$ cat src/rtl/pri_rv32_lsu_pkg.sv
// Shared constants and types for the priRV32 load/store unit:
// funct3 encodings, exception cause codes and LSU FSM states.
package pri_rv32_pkg;

    // funct3 encodings (stores reuse 000/001/010 for SB/SH/SW)
    localparam logic [2:0] F3_B  = 3'b000;
    localparam logic [2:0] F3_H  = 3'b001;
    localparam logic [2:0] F3_W  = 3'b010;
    localparam logic [2:0] F3_BU = 3'b100;
    localparam logic [2:0] F3_HU = 3'b101;

    // Exception cause codes
    localparam logic [1:0] CAUSE_LD_MISALIGN = 2'b00;
    localparam logic [1:0] CAUSE_ST_MISALIGN = 2'b01;
    localparam logic [1:0] CAUSE_LD_FAULT    = 2'b10;
    localparam logic [1:0] CAUSE_ST_FAULT    = 2'b11;

    // LSU FSM states
    typedef enum logic [1:0] {
        LSU_IDLE = 2'd0,
        LSU_REQ  = 2'd1,
        LSU_WAIT = 2'd2,
        LSU_DONE = 2'd3
    } lsu_state_e;

    // Stores only have B/H/W; loads additionally have BU/HU.
    function automatic logic op_supported(input logic we, input logic [2:0] op);
        logic ok;
        ok = (op == F3_B) || (op == F3_H) || (op == F3_W);
        if (!we) begin
            ok = ok || (op == F3_BU) || (op == F3_HU);
        end
        return ok;
    endfunction

    // Halfwords need addr[0]=0, words need addr[1:0]=0. Only meaningful for
    // supported ops; unsupported ops are screened out first.
    function automatic logic op_misaligned(input logic [2:0] op, input logic [1:0] off);
        return ((op[1:0] == 2'b01) && off[0]) || ((op[1:0] == 2'b10) && (off != 2'b00));
    endfunction

endpackage

$ cat src/rtl/pri_rv32_lsu_if.sv
// Data-bus interface between the LSU (master) and memory (slave):
// request/grant handshake followed by a single response beat.
interface pri_rv32_lsu_if;
    logic        mem_req_o;
    logic [31:0] mem_addr_o;
    logic        mem_we_o;
    logic [3:0]  mem_be_o;
    logic [31:0] mem_wdata_o;
    logic        mem_gnt_i;
    logic        mem_rvalid_i;
    logic [31:0] mem_rdata_i;
    logic        mem_err_i;

    modport master (
        output mem_req_o, mem_addr_o, mem_we_o, mem_be_o, mem_wdata_o,
        input  mem_gnt_i, mem_rvalid_i, mem_rdata_i, mem_err_i
    );

    modport slave (
        input  mem_req_o, mem_addr_o, mem_we_o, mem_be_o, mem_wdata_o,
        output mem_gnt_i, mem_rvalid_i, mem_rdata_i, mem_err_i
    );
endinterface

$ cat src/rtl/pri_rv32_lsu_align.sv
// Combinational lane logic: byte enables and replicated store data for
// the bus, and byte-lane extraction plus sign/zero extension for loads.
module pri_rv32_lsu_align
    import pri_rv32_pkg::*;
(
    input  logic        i_we,
    input  logic [2:0]  i_op,
    input  logic [1:0]  i_off,
    input  logic [31:0] i_wdata,
    input  logic [31:0] i_rdata,
    output logic [3:0]  o_be,
    output logic [31:0] o_wdata,
    output logic [31:0] o_ldata
);
    logic [31:0] w_shifted;

    // Bring the addressed byte/halfword down to bit 0.
    assign w_shifted = i_rdata >> {i_off, 3'b000};

    // Store lanes: replicate the datum so every lane carries it; loads use all lanes.
    always_comb begin
        o_be    = 4'b1111;
        o_wdata = i_wdata;
        if (i_we) begin
            case (i_op[1:0])
                2'b00: begin
                    o_be    = 4'b0001 << i_off;
                    o_wdata = {4{i_wdata[7:0]}};
                end
                2'b01: begin
                    o_be    = i_off[1] ? 4'b1100 : 4'b0011;
                    o_wdata = {2{i_wdata[15:0]}};
                end
                default: begin
                    o_be    = 4'b1111;
                    o_wdata = i_wdata;
                end
            endcase
        end
    end

    // Load extend: signed for LB/LH, unsigned for LBU/LHU, full word for LW.
    always_comb begin
        o_ldata = w_shifted;
        case (i_op)
            F3_B:    o_ldata = {{24{w_shifted[7]}}, w_shifted[7:0]};
            F3_BU:   o_ldata = {24'b0, w_shifted[7:0]};
            F3_H:    o_ldata = {{16{w_shifted[15]}}, w_shifted[15:0]};
            F3_HU:   o_ldata = {16'b0, w_shifted[15:0]};
            default: o_ldata = w_shifted;
        endcase
    end
endmodule

$ cat src/rtl/pri_rv32_lsu.sv
// priRV32 load/store unit: accepts one EXU memory op at a time, runs a
// single-outstanding req/gnt/rvalid bus transaction with a timeout, and
// ends every op with a one-cycle DONE carrying either a register write or
// an exception.
module pri_rv32_lsu
    import pri_rv32_pkg::*;
#(
    parameter int TIMEOUT_CYCLES = 16
) (
    input  logic        clk_i,
    input  logic        rst_i,
    input  logic        exu_valid_i,
    output logic        exu_ready_o,
    input  logic        exu_we_i,
    input  logic [2:0]  exu_op_i,
    input  logic [31:0] exu_addr_i,
    input  logic [31:0] exu_wdata_i,
    input  logic [4:0]  exu_rd_i,
    pri_rv32_lsu_if.master mem,
    output logic        reg_we_o,
    output logic [4:0]  reg_waddr_o,
    output logic [31:0] reg_wdata_o,
    output logic        busy_o,
    output logic        exc_valid_o,
    output logic [1:0]  exc_cause_o,
    output logic [31:0] exc_addr_o
);
    localparam int CNT_W = $clog2(TIMEOUT_CYCLES) + 1;
    localparam logic [CNT_W-1:0] CNT_LAST = CNT_W'(TIMEOUT_CYCLES - 1);

    lsu_state_e       r_state, w_state_next;
    logic             r_we;
    logic [2:0]       r_op;
    logic [31:0]      r_addr, r_wdata, r_ldata;
    logic [4:0]       r_rd;
    logic             r_exc;
    logic [1:0]       r_cause;
    logic [CNT_W-1:0] r_cnt;

    logic             w_accept, w_bad_op, w_misaligned, w_resp, w_timeout, w_in_req;
    logic [3:0]       w_be;
    logic [31:0]      w_st_data, w_ld_data;

    assign w_accept     = (r_state == LSU_IDLE) && exu_valid_i;
    assign w_bad_op     = !op_supported(exu_we_i, exu_op_i);
    assign w_misaligned = op_misaligned(exu_op_i, exu_addr_i[1:0]);
    // rvalid only counts in WAIT; in REQ or IDLE it is ignored.
    assign w_resp       = (r_state == LSU_WAIT) && mem.mem_rvalid_i;
    // A response arriving on the last allowed cycle still wins over the timeout.
    assign w_timeout    = ((r_state == LSU_REQ) || (r_state == LSU_WAIT)) &&
                          (r_cnt == CNT_LAST) && !w_resp;
    assign w_in_req     = (r_state == LSU_REQ);

    pri_rv32_lsu_align u_align (
        .i_we    (r_we),
        .i_op    (r_op),
        .i_off   (r_addr[1:0]),
        .i_wdata (r_wdata),
        .i_rdata (mem.mem_rdata_i),
        .o_be    (w_be),
        .o_wdata (w_st_data),
        .o_ldata (w_ld_data)
    );

    // Next-state decode.
    always_comb begin
        w_state_next = r_state;
        case (r_state)
            LSU_IDLE: begin
                if (exu_valid_i) begin
                    w_state_next = (w_bad_op || w_misaligned) ? LSU_DONE : LSU_REQ;
                end
            end
            LSU_REQ: begin
                if (w_timeout)          w_state_next = LSU_DONE;
                else if (mem.mem_gnt_i) w_state_next = LSU_WAIT;
            end
            LSU_WAIT: begin
                if (w_resp || w_timeout) w_state_next = LSU_DONE;
            end
            LSU_DONE: w_state_next = LSU_IDLE;
            default:  w_state_next = LSU_IDLE;
        endcase
    end

    // State register.
    always_ff @(posedge clk_i or posedge rst_i) begin
        if (rst_i) r_state <= LSU_IDLE;
        else       r_state <= w_state_next;
    end

    // Timeout counter: cleared at accept, counts every REQ/WAIT cycle.
    always_ff @(posedge clk_i or posedge rst_i) begin
        if (rst_i)                                          r_cnt <= '0;
        else if (w_accept)                                  r_cnt <= '0;
        else if ((r_state == LSU_REQ) || (r_state == LSU_WAIT)) r_cnt <= r_cnt + 1'b1;
    end

    // Operation latches, exception status and captured load data.
    always_ff @(posedge clk_i or posedge rst_i) begin
        if (rst_i) begin
            r_we    <= 1'b0;
            r_op    <= '0;
            r_addr  <= '0;
            r_wdata <= '0;
            r_rd    <= '0;
            r_exc   <= 1'b0;
            r_cause <= '0;
            r_ldata <= '0;
        end else begin
            if (w_accept) begin
                r_we    <= exu_we_i;
                r_op    <= exu_op_i;
                r_addr  <= exu_addr_i;
                r_wdata <= exu_wdata_i;
                r_rd    <= exu_rd_i;
                r_exc   <= w_bad_op || w_misaligned;
                if (w_bad_op) r_cause <= exu_we_i ? CAUSE_ST_FAULT : CAUSE_LD_FAULT;
                else          r_cause <= exu_we_i ? CAUSE_ST_MISALIGN : CAUSE_LD_MISALIGN;
            end else if (w_timeout || (w_resp && mem.mem_err_i)) begin
                r_exc   <= 1'b1;
                r_cause <= r_we ? CAUSE_ST_FAULT : CAUSE_LD_FAULT;
            end
            if (w_resp && !mem.mem_err_i && !r_we) begin
                r_ldata <= w_ld_data;
            end
        end
    end

    // Outputs are decoded from state and latched registers only.
    assign exu_ready_o     = (r_state == LSU_IDLE);
    assign busy_o          = (r_state != LSU_IDLE);
    assign mem.mem_req_o   = w_in_req;
    assign mem.mem_addr_o  = w_in_req ? {r_addr[31:2], 2'b00} : 32'h0;
    assign mem.mem_we_o    = w_in_req && r_we;
    assign mem.mem_be_o    = w_in_req ? w_be : 4'b0000;
    assign mem.mem_wdata_o = w_in_req ? w_st_data : 32'h0;
    assign reg_we_o        = (r_state == LSU_DONE) && !r_exc && !r_we && (r_rd != 5'd0);
    assign reg_waddr_o     = r_rd;
    assign reg_wdata_o     = r_ldata;
    assign exc_valid_o     = (r_state == LSU_DONE) && r_exc;
    assign exc_cause_o     = r_cause;
    assign exc_addr_o      = r_addr;
endmodule

$ cat src/flat_wrapper.sv
// flat-port wrapper written by rule: the top's interface ports become plain ports
module pri_rv32_lsu_flat import pri_rv32_pkg::*;
#(
    parameter int TIMEOUT_CYCLES = 16
)
  (clk_i, rst_i, exu_valid_i, exu_ready_o, exu_we_i, exu_op_i, exu_addr_i, exu_wdata_i, exu_rd_i, reg_we_o, reg_waddr_o, reg_wdata_o, busy_o, exc_valid_o, exc_cause_o, exc_addr_o, mem_mem_req_o, mem_mem_addr_o, mem_mem_we_o, mem_mem_be_o, mem_mem_wdata_o, mem_mem_gnt_i, mem_mem_rvalid_i, mem_mem_rdata_i, mem_mem_err_i);
  pri_rv32_lsu_if mem_i ();
  input  logic clk_i;
  input  logic rst_i;
  input  logic exu_valid_i;
  output logic exu_ready_o;
  input  logic exu_we_i;
  input  logic [2:0] exu_op_i;
  input  logic [31:0] exu_addr_i;
  input  logic [31:0] exu_wdata_i;
  input  logic [4:0] exu_rd_i;
  output logic reg_we_o;
  output logic [4:0] reg_waddr_o;
  output logic [31:0] reg_wdata_o;
  output logic busy_o;
  output logic exc_valid_o;
  output logic [1:0] exc_cause_o;
  output logic [31:0] exc_addr_o;
  output wire logic [$bits(mem_i.mem_req_o)-1:0] mem_mem_req_o;
  output wire logic [$bits(mem_i.mem_addr_o)-1:0] mem_mem_addr_o;
  output wire logic [$bits(mem_i.mem_we_o)-1:0] mem_mem_we_o;
  output wire logic [$bits(mem_i.mem_be_o)-1:0] mem_mem_be_o;
  output wire logic [$bits(mem_i.mem_wdata_o)-1:0] mem_mem_wdata_o;
  input wire logic [$bits(mem_i.mem_gnt_i)-1:0] mem_mem_gnt_i;
  input wire logic [$bits(mem_i.mem_rvalid_i)-1:0] mem_mem_rvalid_i;
  input wire logic [$bits(mem_i.mem_rdata_i)-1:0] mem_mem_rdata_i;
  input wire logic [$bits(mem_i.mem_err_i)-1:0] mem_mem_err_i;
  assign mem_mem_req_o = mem_i.mem_req_o;
  assign mem_mem_addr_o = mem_i.mem_addr_o;
  assign mem_mem_we_o = mem_i.mem_we_o;
  assign mem_mem_be_o = mem_i.mem_be_o;
  assign mem_mem_wdata_o = mem_i.mem_wdata_o;
  assign mem_i.mem_gnt_i = mem_mem_gnt_i;
  assign mem_i.mem_rvalid_i = mem_mem_rvalid_i;
  assign mem_i.mem_rdata_i = mem_mem_rdata_i;
  assign mem_i.mem_err_i = mem_mem_err_i;
  pri_rv32_lsu #(.TIMEOUT_CYCLES(TIMEOUT_CYCLES)) u_core (.clk_i(clk_i), .rst_i(rst_i), .exu_valid_i(exu_valid_i), .exu_ready_o(exu_ready_o), .exu_we_i(exu_we_i), .exu_op_i(exu_op_i), .exu_addr_i(exu_addr_i), .exu_wdata_i(exu_wdata_i), .exu_rd_i(exu_rd_i), .mem(mem_i), .reg_we_o(reg_we_o), .reg_waddr_o(reg_waddr_o), .reg_wdata_o(reg_wdata_o), .busy_o(busy_o), .exc_valid_o(exc_valid_o), .exc_cause_o(exc_cause_o), .exc_addr_o(exc_addr_o));
endmodule
$ cat config.mk
export PLATFORM = sky130hd
export DESIGN_NAME = pri_rv32_lsu_flat
export DESIGN_NICKNAME = d
export VERILOG_FILES = /design/src/rtl/pri_rv32_lsu_pkg.sv /design/src/rtl/pri_rv32_lsu_if.sv /design/src/rtl/pri_rv32_lsu_align.sv /design/src/rtl/pri_rv32_lsu.sv /design/src/flat_wrapper.sv
export SDC_FILE = /design/constraint.sdc
export NUM_CORES = 1
export LEC_CHECK = 0
export ABC_AREA = 1
export CAP_MARGIN = 20
export CELL_PAD_IN_SITES_DETAIL_PLACEMENT = 1
export CELL_PAD_IN_SITES_GLOBAL_PLACEMENT = 2
export CORE_UTILIZATION = 23
export CTS_BUF_LIST = sky130_fd_sc_hd__clkbuf_8
export DETAILED_ROUTE_END_ITERATION = 12
export PLACE_DENSITY_LB_ADDON = 0.1
export SYNTH_ARGS = -nofsm -noshare
export SYNTH_HDL_FRONTEND = slang
export SYNTH_HIERARCHICAL = 1
export SYNTH_SLANG_ARGS = --single-unit
$ cat constraint.sdc
create_clock -name clk_i -period 6.1 [get_ports clk_i]
set_input_delay 1.83 -clock clk_i [delete_from_list [all_inputs] [get_ports clk_i]]
set_output_delay 1.83 -clock clk_i [all_outputs]
set_load 0.02 [all_outputs]
## Yosys cells after proc, flatten, opt, wreduce, memory -nomap -nowiden

Index checks and enable logic that the tools add are counted.

- $add $sub $neg: 1
- Equal/unequal tests: 17
- Shift-type cells: 2
- Mux-type cells: 26
- Reduce and logical (&&, ||, !) cells: 38

Operator list:

| cell | number |
|---|---|
| $pmux 32 s4 | 1 |
| $mux 32 | 3 |
| $pmux 32 s2 | 1 |
| $shr 32x5->32 | 1 |
| $mux 2 | 8 |
| $logic_and 1x1->1 | 14 |
| $eq 3x3->1 const B | 4 |
| $mux 4 | 3 |
| $mux 5 | 2 |
| $logic_or 1x1->1 | 9 |
| $pmux 2 s4 | 1 |
| $pmux 4 s2 | 1 |
| $reduce_bool 2->1 | 4 |
| $eq 2x1->1 const B | 3 |
| $eq 2x2->1 const B | 3 |
| $eq 3x1->1 const B | 2 |
| $logic_not 3->1 | 2 |
| $mux 1 | 6 |
| $add 5x1->5 const B | 1 |
| $eq 5x4->1 const B | 1 |
| $logic_not 1->1 | 5 |
| $reduce_bool 5->1 | 1 |
| $logic_not 2->1 | 2 |
| $ne 2x2->1 const B | 2 |
| other kinds (4) | 4 |

- Bits in registers: 115
- Input port bits: 111
- Output and inout port bits: 145
- Word-level logic and storage cells: 94

## Logic depth before layout (Yosys ltp)

- Depth in word-level cells: 11
- Gate-level depth with buffers: 10

## Hierarchy

Netlist, hierarchy kept.

Modules (own cells, without submodules):

| module | times used | cells an instance | area an instance (µm²) | seq. area each (µm²) |
|---|---|---|---|---|
| pri_rv32_lsu | 1 | 686 | 5246.3 | 2877.8 |
| pri_rv32_lsu_align | 1 | 265 | 1192.4 | 0.0 |

## Least setup slack after synthesis

Ideal clock, no wire load.

- Path kind: register to output
- From: register u_core.r_state[1]
- To: output port mem_mem_wdata_o[16]
- Arrival: 1.488 ns
- Required time: 4.270 ns
- Path slack: 2.782 ns
- Cell stages (with the launch flop): 8
- Path buffers: 3
- Path through: dfrtp_1 inv_1 ha_1 buf_2 buf_2 buf_2 nand2_1 inv_1

- Longest elaborated chain between the ends: 2

RTL lines:

| element | line | text |
|---|---|---|
| start: declaration | pri_rv32_lsu.sv:31 | `lsu_state_e r_state, w_state_next;` |
| start signal: assignment | pri_rv32_lsu.sv:89 | `else r_state <= w_state_next;` |
| $eq 2x1->1 | pri_rv32_lsu.sv:52 | `assign w_in_req = (r_state == LSU_REQ);` |
| via mem_mem_req_o | flat_wrapper.sv:24 | `output wire logic [$bits(mem_i.mem_req_o)-1:0] mem_mem_req_o;` |
| $mux 32 | pri_rv32_lsu.sv:137 | `assign mem.mem_wdata_o = w_in_req ? w_st_data : 32'h0;` |
| end: declaration | flat_wrapper.sv:28 | `output wire logic [$bits(mem_i.mem_wdata_o)-1:0] mem_mem_wdata_o;` |

The timed path passes the listed nets, and every way through them passes these cells.

## Final worst setup path

- From: register u_core.r_op[1]
- To: output port mem_mem_wdata_o[22]

- Longest elaborated chain between the ends: 4

RTL lines:

| element | line | text |
|---|---|---|
| start: declaration | pri_rv32_lsu.sv:33 | `logic [2:0] r_op;` |
| start signal: assignment | pri_rv32_lsu.sv:113 | `r_op <= exu_op_i;` |
| $eq 2x1->1 or $logic_not 2->1 (tied branches) | pri_rv32_lsu_align.sv:25 | `case (i_op[1:0])` |
| $pmux 32 s2 * | pri_rv32_lsu_align.sv:25 |  |
| $mux 32 * | pri_rv32_lsu_align.sv:24 | `if (i_we) begin` |
| via u_core.w_st_data[22] | pri_rv32_lsu.sv:42 | `logic [31:0] w_st_data, w_ld_data;` |
| $mux 32 * | pri_rv32_lsu.sv:137 |  |

The timed path passes the listed nets; every way through them passes the cells marked *.

==> results.ini <==
[route]
wl_per_cell_um = 15.83
drc_errors = 0
firstDrtPassIters = 4
detail-route-antenna-nets = 0
drt-total-wl_um = 24700
vias_per_cell = 4.205
drt_iter0_markers = 325
vias = 6560

[clock_network]
postCtsHoldBufs = 0
clkTransAtPathRegs_ns = 0.08
cts_buffers = 17
ctsResizeCount = 0
clk_path_buf_depth = 2
cts_tree = done
root_buffer = clkbuf_8
clock-sinks = 115
insertion_delay_ns = 0.45
post_cts_buffers = 0
cts_htree_levels = 4

[setup_path]
rr_worst_depth = 7
crit_chain = inv_1 -> nand2_1 -> o21ai_0 -> nand2_1 -> inv_1 -> clkdlybuf4s50_1
cp_slowest_cell = clkdlybuf4s50_1
worstSetupEndpointType = output port
path_delay_family = buffers and inverters
path_depth = 6
critPathMaxFanout = 26
crit_type = reg -> out
worstPathRequired_ns = 4.27
worstSetupStartpointType = flip-flop
cp_num_buf_inv = 3
cp_slowest_stage_delay_ns = 0.60
worstPathArrival_ns = 2.93

[sta]
finalSetupViolCount = 0
period_share_pct = 78.01
finalClockSkew_ns = 0.02074
relSlewSlack_pct = 39.61
rsz0062_at_grt = false
fmax_ghz = 0.2101
finalCriticalPeriod_ns = 4.759
tns_ns = 0
slew_violations = 0
tightestPinTransition_ns = 0.9059
hold_violations = 0

[finish]
layout_common_cells = nand2_1, clkdlybuf4s50_1, dfrtp_1
areaGrowthSynthToFinish_pct = 48.02
drive_gt1_share_pct = 4.307
layout_commonest_cell = nand2_1
stdcell_count = 1560
fin_nets = 1288

[global_routing]
gr-usage-met3_pct = 5.760
grt_busiest_layer = met2
grt_pass1_vias = 6707
grt.met2_usage_pct = 28.23
antenna_found_initial = 5
grt_max_degree = 80
grt_pass1_wl_um = 39050
track_usage_pct = 17.76
met1_usage_pct = 23.42
grt-ovfl-total = 0

[yosys]
synth_seq_cells = 115
yosys.area.top_type = dfrtp_1
synth.top_cell.area_share_pct = 44.69
syn_avg_cell_area_um2 = 6.770
yosysSeqAreaShare_pct = 44.69
synth_area_leaders = dfrtp_1, nand2_1, inv_1
netlist_instances = 951
syn_area_um2 = 6439
yosys_warnings = 6
yosysUniqueCellTypes = 23

[floorplan]
rows = 60
initial_core_util_pct = 23.69
die-area_um2 = 28670
io_pins = 256
core_um2 = 27180
die_w_um = 169.3
die_h_um = 169.3

[run_status]
status = complete, no violations

[hold_path]
hp-class = reg -> reg
whs_path_depth = 2

[placed_design]
gp_congestion = 0.7937
dp_hpwl_um = 18030
io_buffers = 253
dp_cells = 1524

[power_and_ir_drop]
leakage_nw = 5.113
vdd_drop_max_v = 0.0001711
powerDensity_nw_per_um2 = 511.2

[run]
drv_cap = 0

-- cell usage after synthesis --
| cell | instances |
|---|---|
| nor2_2 | 3 |
| dfrtp_1 | 115 |
| nand2_2 | 2 |
| inv_2 | 3 |
| conb_1 | 1 |
| nand3_1 | 81 |
| nor2_4 | 1 |
| clkbuf_1 | 6 |
| a22oi_1 | 7 |
| o211ai_1 | 1 |
| nand2_1 | 490 |
| inv_1 | 110 |
| ha_1 | 6 |
| buf_6 | 7 |
| a211oi_1 | 2 |
| nor3_1 | 3 |
| a21oi_1 | 4 |
| o21ai_1 | 3 |
| buf_2 | 33 |
| o21ai_0 | 34 |
| nand4_1 | 1 |
| buf_4 | 16 |
| nor2_1 | 22 |
-- report_power, final --
part	leakage [nW]	internal [mW]	switching (mW)
combinational	3.50	1.11	1.66
sequential	1.45	1.11	0.304
clock	0.170	0.291	0.393
-- cell type report --
cell class	instances	area (um2)
fillers	3434	17650
flip-flops and latches	115	2878
multi-input cells	662	2761
repair buffers	262	2633
well taps	372	465.4
inverters	113	426.7
clock buffers	17	234.0
clock inverters	15	122.6
diodes	4	10.01
-- routing by layer --
metal	up-vias	share of wire (%)
met5	-	0.069
met4	2	0.50
met3	9	7.4
met2	172	46
met1	3077	46
li1	3300	-
-- kinds of logic (layout without fill, tap and decap cells) --
| family | after synthesis | in the layout | synth area share (%) |
|---|---|---|---|
| AOI/OAI and AO/OA | 51 | 51 | 4.353 |
| other | 1 | 6 | 0.05824 |
| DFF | 115 | 115 | 44.69 |
| buffers and inverters | 175 | 407 | 12.59 |
| and+or+nand+nor | 603 | 603 | 37.14 |
| adders and majority gates | 6 | 6 | 1.166 |
-- sequential cells by signal (all words and copies together) (netlist names) --
| register | count |
|---|---|
| u_core/exc_addr_o | 32 |
| u_core/exc_cause_o | 2 |
| u_core/r_cnt | 5 |
| u_core/r_exc | 1 |
| u_core/r_op | 3 |
| u_core/r_state | 2 |
| u_core/r_wdata | 32 |
| u_core/r_we | 1 |
| u_core/reg_waddr_o | 5 |
| u_core/reg_wdata_o | 32 |
-- path summary, 6_finish.rpt --
kind / end / startpoint / slack [ns]
worst max-delay path: mem_mem_wdata_o[22] / u_core/r_op[1] / 1.34
worst min-delay path: u_core/reg_wdata_o[25] / u_core/reg_wdata_o[25] / 0.47
worst max register to register: u_core/reg_wdata_o[25] / u_core/exc_addr_o[1] / 3.72
worst min register to register: u_core/reg_wdata_o[25] / u_core/reg_wdata_o[25] / 0.47
max in group asynchronous: u_core/r_wdata[29] / rst_i / 3.42
min in group asynchronous: u_core/r_cnt[3] / rst_i / 1.83
-- tightest hold or removal path, stage by stage, from the launching register on --
cell,delay [ns]
dfrtp_1,0.35
nand2_1,0.05
nand2_1,0.04
-- per-stage QoR --
stage               cell area [um2]  worst slack [ns]  utilization (%)  total power, mW  hold WS, ns
floorplan                      6442             1.226                -            3.056       0.4492
global placement               9136             1.767            33.62            4.220       0.4543
detailed placement             9164             1.813            33.72            4.246       0.4583
CTS                            9520             1.310            35.03            4.963       0.4796
global route                   9525             1.019            35.05            5.304       0.4980
finish                         9530             1.341            35.07            4.872       0.4727
(Power assumes the default switching activity.)
